===== src/rtl/ram_slot_scheduler.sv =====
// rtl/ram_slot_scheduler.sv - 8-clock shared RAM slot arbiter for video, sound, CPU and refresh
// Owner is chosen on the edge entering phase 0 and all strobes are registered.
module ram_slot_scheduler #(
  parameter int REFRESH_INTERVAL = 64,
  parameter int REFRESH_MAX_WAIT = 4
) (
  input  logic clk,
  input  logic _systemReset,
  input  logic _hblank,
  input  logic _vblank,
  input  logic cpu_req,
  input  logic cpu_rw,
  output logic videoBusControl,
  output logic cpuBusControl,
  output logic loadPixels,
  output logic loadSound,
  output logic refresh,
  output logic cycleReady,
  output logic ram_oe,
  output logic ram_we,
  output logic cpu_dtack
);

  localparam int TW = (REFRESH_INTERVAL > 1) ? $clog2(REFRESH_INTERVAL) : 1;
  localparam int WW = $clog2(REFRESH_MAX_WAIT + 2);
  localparam logic [TW-1:0] TIMER_LAST = TW'(REFRESH_INTERVAL - 1);
  localparam logic [WW-1:0] WAIT_LIMIT = WW'(REFRESH_MAX_WAIT);

  typedef enum logic [2:0] {
    OWN_IDLE,
    OWN_VIDEO,
    OWN_SOUND,
    OWN_CPU,
    OWN_REFRESH
  } owner_t;

  logic [2:0]    phase;
  logic [2:0]    phase_n;
  logic          slot_par;
  logic          boundary;
  owner_t        owner;
  owner_t        next_owner;
  owner_t        owner_n;
  logic          cpu_write;
  logic          cpu_write_n;
  logic          snd_pending;
  logic          hblank_d;
  logic          ref_pending;
  logic [WW-1:0] ref_wait;
  logic [TW-1:0] ref_timer;
  logic          served;

  // slot_par still holds the parity of the slot being left, so 1 means an even slot is next
  always_comb begin
    phase_n  = phase + 3'd1;
    boundary = (phase == 3'd7);
    next_owner = OWN_IDLE;
    if (slot_par && _hblank && _vblank)
      next_owner = OWN_VIDEO;
    else if (slot_par && snd_pending && !_hblank)
      next_owner = OWN_SOUND;
    else if (ref_pending && (ref_wait >= WAIT_LIMIT))
      next_owner = OWN_REFRESH;
    else if (cpu_req && !served)
      next_owner = OWN_CPU;
    else if (ref_pending)
      next_owner = OWN_REFRESH;
    owner_n     = boundary ? next_owner : owner;
    cpu_write_n = boundary ? ~cpu_rw : cpu_write;
  end

  always_ff @(posedge clk or negedge _systemReset) begin
    if (!_systemReset) begin
      phase           <= 3'd0;
      slot_par        <= 1'b0;
      owner           <= OWN_IDLE;
      cpu_write       <= 1'b0;
      snd_pending     <= 1'b0;
      hblank_d        <= 1'b0;
      ref_pending     <= 1'b0;
      ref_wait        <= '0;
      ref_timer       <= '0;
      served          <= 1'b0;
      videoBusControl <= 1'b0;
      cpuBusControl   <= 1'b0;
      loadPixels      <= 1'b0;
      loadSound       <= 1'b0;
      refresh         <= 1'b0;
      cycleReady      <= 1'b0;
      ram_oe          <= 1'b0;
      ram_we          <= 1'b0;
      cpu_dtack       <= 1'b0;
    end else begin
      phase    <= phase_n;
      hblank_d <= _hblank;

      if (boundary) begin
        slot_par  <= ~slot_par;
        owner     <= next_owner;
        cpu_write <= ~cpu_rw;
        ref_timer <= (ref_timer == TIMER_LAST) ? '0 : ref_timer + 1'b1;
        if (next_owner == OWN_REFRESH) begin
          ref_pending <= 1'b0;
          ref_wait    <= '0;
        end else if (ref_pending && (ref_wait < WAIT_LIMIT)) begin
          ref_wait <= ref_wait + 1'b1;
        end
        // an expiry while a refresh is already pending just keeps it pending
        if (ref_timer == TIMER_LAST)
          ref_pending <= 1'b1;
      end

      if (hblank_d && !_hblank)
        snd_pending <= 1'b1;
      else if (boundary && (next_owner == OWN_SOUND))
        snd_pending <= 1'b0;

      // served holds off a second grant until the CPU ends its bus cycle
      if (!cpu_req)
        served <= 1'b0;
      else if (boundary && (next_owner == OWN_CPU))
        served <= 1'b1;

      if (!cpu_req)
        cpu_dtack <= 1'b0;
      else if ((owner_n == OWN_CPU) && (phase_n == 3'd6))
        cpu_dtack <= 1'b1;

      videoBusControl <= (owner_n == OWN_VIDEO) || (owner_n == OWN_SOUND);
      cpuBusControl   <= (owner_n == OWN_CPU);
      loadPixels      <= (owner_n == OWN_VIDEO);
      loadSound       <= (owner_n == OWN_SOUND);
      refresh         <= (owner_n == OWN_REFRESH);
      cycleReady      <= (owner_n != OWN_IDLE) && (phase_n == 3'd7);
      ram_oe          <= (phase_n != 3'd0) &&
                         ((owner_n == OWN_VIDEO) || (owner_n == OWN_SOUND) ||
                          ((owner_n == OWN_CPU) && !cpu_write_n));
      ram_we          <= (owner_n == OWN_CPU) && cpu_write_n &&
                         (phase_n >= 3'd2) && (phase_n <= 3'd5);
    end
  end

endmodule


===== config.mk =====
export PLATFORM = sky130hd
export DESIGN_NAME = ram_slot_scheduler
export DESIGN_NICKNAME = d
export VERILOG_FILES = /design/src/rtl/ram_slot_scheduler.sv
export SDC_FILE = /design/constraint.sdc
export NUM_CORES = 1
export LEC_CHECK = 0
export ABC_CLOCK_PERIOD_IN_PS = 1600
export BUFFER_PORTS_ARGS = -buffer_cell sky130_fd_sc_hd__buf_2
export CAP_MARGIN = 20
export CORE_MARGIN = 4
export CORE_UTILIZATION = 50
export CTS_BUF_LIST = sky130_fd_sc_hd__clkbuf_4 sky130_fd_sc_hd__clkbuf_8
export CTS_CLUSTER_DIAMETER = 200
export DETAILED_ROUTE_END_ITERATION = 16
export PLACE_DENSITY = 0.75
export SLEW_MARGIN = 5
export SYNTH_ARGS = -nofsm -noshare
export SYNTH_HDL_FRONTEND = slang
export SYNTH_SLANG_ARGS = --single-unit

===== constraint.sdc =====
create_clock -name clk -period 1.6 [get_ports clk]
set_clock_uncertainty 0.1 [all_clocks]
set_input_delay 0.16 -clock clk [delete_from_list [all_inputs] [get_ports clk]]
set_output_delay 0.16 -clock clk [all_outputs]
set_load 0.005 [all_outputs]

==> run summary <==
DIE AREA: 3620 sq um
Final setup viols: 14
Crit path arrival time: 1.80 ns
first-pass GRT wire length: 4510 um
dpl hpwl: 1930 um
worst vdd ir: 0.000688 V
type of origin of the critical path: flip-flop
WS Path Type: flip-flop to flip-flop
Tmin final: 1.69 ns
overall routing resource usage: 17.4%
clock slew at reported path FFs: 0.09 ns
Clock Path Buffers: 2
largest net degree at the start of global routing: 31
CTS tree: done
cts bufs inserted: 5
Seq cells post-synth: 30
fmax: 0.591 GHz
H-tree depth: 2
Clock Sinks: 30
Post-route DRC: 0
final core utilization: 73.0%
diode count: 0
Mapped Cells: 115
failing checks: setup timing
crit share post-route: 106%
Max Cap Viol: 0
Antenna Nets Post-Route: 0
wire per inst: 15.2 um
routability cong.: 0.827
port bufs: 14
row cnt: 18
Slew Viols, Final: 0
Worst Setup Slack, final: -0.0914 ns
Max transition margin: 56.6%
sequential-to-total area share from yosys stat: 55.1%
core area: 2540 sq um
Pleak: 0.881 nW
Final Power: 0.00134 W
syn_nets: 128
GR Overflow Total: 0
Ys Warns: 0
commonest cells after routing, fill and taps aside: dfrtp_1, buf_4, buf_2
Total Negative Setup Slacks: -0.556 ns
Starting Density: 53.5%
Avg Synthesized Cell Area: 11.8 sq um
Die Ht: 60.2 um
area grow syn2layout: 36.5%
Die X: 60.2 um
Hold/Removal Path Class: primary input to flip-flop
RSZ-0062 raised after global routing: true
DRT iter0 DRCs: 29
Vias: 1,024
CP max FO: 8
Worst Tran Pin Value: 0.650 ns
final hold viol count: 0
pwr dens: 723 nW/um^2
Mapped Area: 1360 sq um
vias in the first global route: 977
layout cell share with drive strength beyond 1: 46.2%
status: finished with violations
Clk Latency, worst-skew pair: 0.31 ns
total iterations of the first detailed-routing run: 4
commonest non-fill, non-tap cell in the layout: dfrtp_1
nets@finish: 171
Synth cell types: 36
required time of the critical path: 1.71 ns
I/O pin cnt: 15
root buf cell: clkbuf_4
total routed wirelength: 2870 um
CP Capture Type: flip-flop
DR vias/cell: 5.45
initial antenna violation count: 0
Filler cells: 158
-- power breakdown --
group          internal [W]  total, W  switching, W  leakage (nW)
Combinational     0.0000642  0.000134     0.0000699         0.482
Clock              0.000199  0.000425      0.000225        0.0322
Sequential         0.000778  0.000785    0.00000744         0.367
Total               0.00104   0.00134      0.000303         0.881
-- repair_timing --
action | in CTS | in global routing
cloned | 0 | 0
hold endpoints to repair | 31 | 0
endpoints found under the setup margin | 12 | 15
resized for setup | 14 | 18
buffers inserted | 1 | 6
hold buffers | 2 | 0
pin swaps | 10 | 12
-- critical path, stage by stage (launching register included) --
cell       delay [ns]
dfrtp_1          0.39
ha_2             0.20
ha_4             0.22
nor2_4           0.16
a31oi_4          0.07
and2_4           0.18
a2111oi_4        0.27
-- Yosys cell counts --
master,n,area (sq um)
o31ai_1,2,15.0
xor2_1,2,17.5
ha_1,7,87.6
nand3_1,5,25.0
nand3b_1,1,7.51
nor2b_1,2,12.5
nor3_1,3,15.0
nand4_1,3,18.8
nor2_2,1,6.26
a21boi_2,1,11.3
and2_4,1,8.76
o21ai_0,3,15.0
buf_2,1,5.00
nand2_2,1,6.26
a22oi_1,1,7.51
xnor2_1,3,26.3
a22oi_2,1,12.5
mux2_2,2,22.5
o21ai_1,1,5.00
a41oi_1,1,8.76
inv_1,8,30.0
nor3b_1,1,7.51
nand2_1,12,45.0
and2b_1,1,7.51
a2111oi_4,1,27.5
a21o_1,1,7.51
buf_4,1,7.51
a31oi_1,2,12.5
dfrtp_1,30,751
nor2_1,6,22.5
o22ai_4,1,20.0
a21oi_1,4,20.0
a211oi_1,1,7.51
a22o_1,1,8.76
a31oi_4,2,42.5
mux2i_1,1,10.0
-- final timing paths --
path	depth (start not counted)	to	slack, ns	from
worst max-delay path	6	ram_oe	-0.09	phase[1]
max in group asynchronous	2	ref_wait[2]	0.64	_systemReset
worst max register to register	6	ram_oe	-0.09	phase[1]
worst min-delay path	3	cpu_dtack	0.04	cpu_req
worst min register to register	1	ref_timer[4]	0.38	ref_timer[4]
min in group asynchronous	2	ref_timer[4]	0.30	_systemReset
-- stage by stage --
stage | worst slack (ns) | hold WS (ns) | std cells | cell area [sq um]
final | -0.0914 | 0.0371 | 188 | 1860
after global routing | -0.174 | 0.0351 | 188 | 1860
after CTS | -0.0495 | 0.0288 | 182 | 1720
after detailed placement | -0.125 | 0.127 | 172 | 1590
after global placement | -0.0645 | 0.114 | 172 | 1590
after floorplan | -0.0802 | -0.236 | 115 | 1390
-- flip-flops by register name, indices dropped and copies added (netlist names), 3 cells and up --
register   count
phase          3
ref_wait       3
owner          3
ref_timer      6
-- per-layer routing --
layer  vias to the layer above  global-route usage [%]  share of wire (%)
li1                        489                       -                  -
met4                         0                    7.28                1.2
met2                        20                    26.4                 50
met1                       509                    23.0                 45
met5                         -                       0                  0
met3                         6                    5.40                3.9
-- layout make-up --
cell class,count,area [sq um],share of cell area (%)
clock buffer,7,52.6,2.83
inverter,8,30.0,1.62
multi-input combinational,75,696,37.4
sequential,30,752,40.5
timing repair buffer,38,290,15.6
tap,30,37.5,2.02
-- kinds of logic (layout without fill, tap and decap cells) --
kind of cell | Yosys count | in the layout | share of synthesized area (%)
DFF | 30 | 30 | 55.1
muxes | 3 | 3 | 2.39
xor gates and xnor gates | 5 | 5 | 3.22
adders and majority gates | 7 | 7 | 6.43
buffers and inverters | 10 | 53 | 3.12
AOI/OAI and AO/OA | 23 | 23 | 16.3
and+or+nand+nor | 37 | 37 | 13.4
Power figures use the tool's default switching activity.
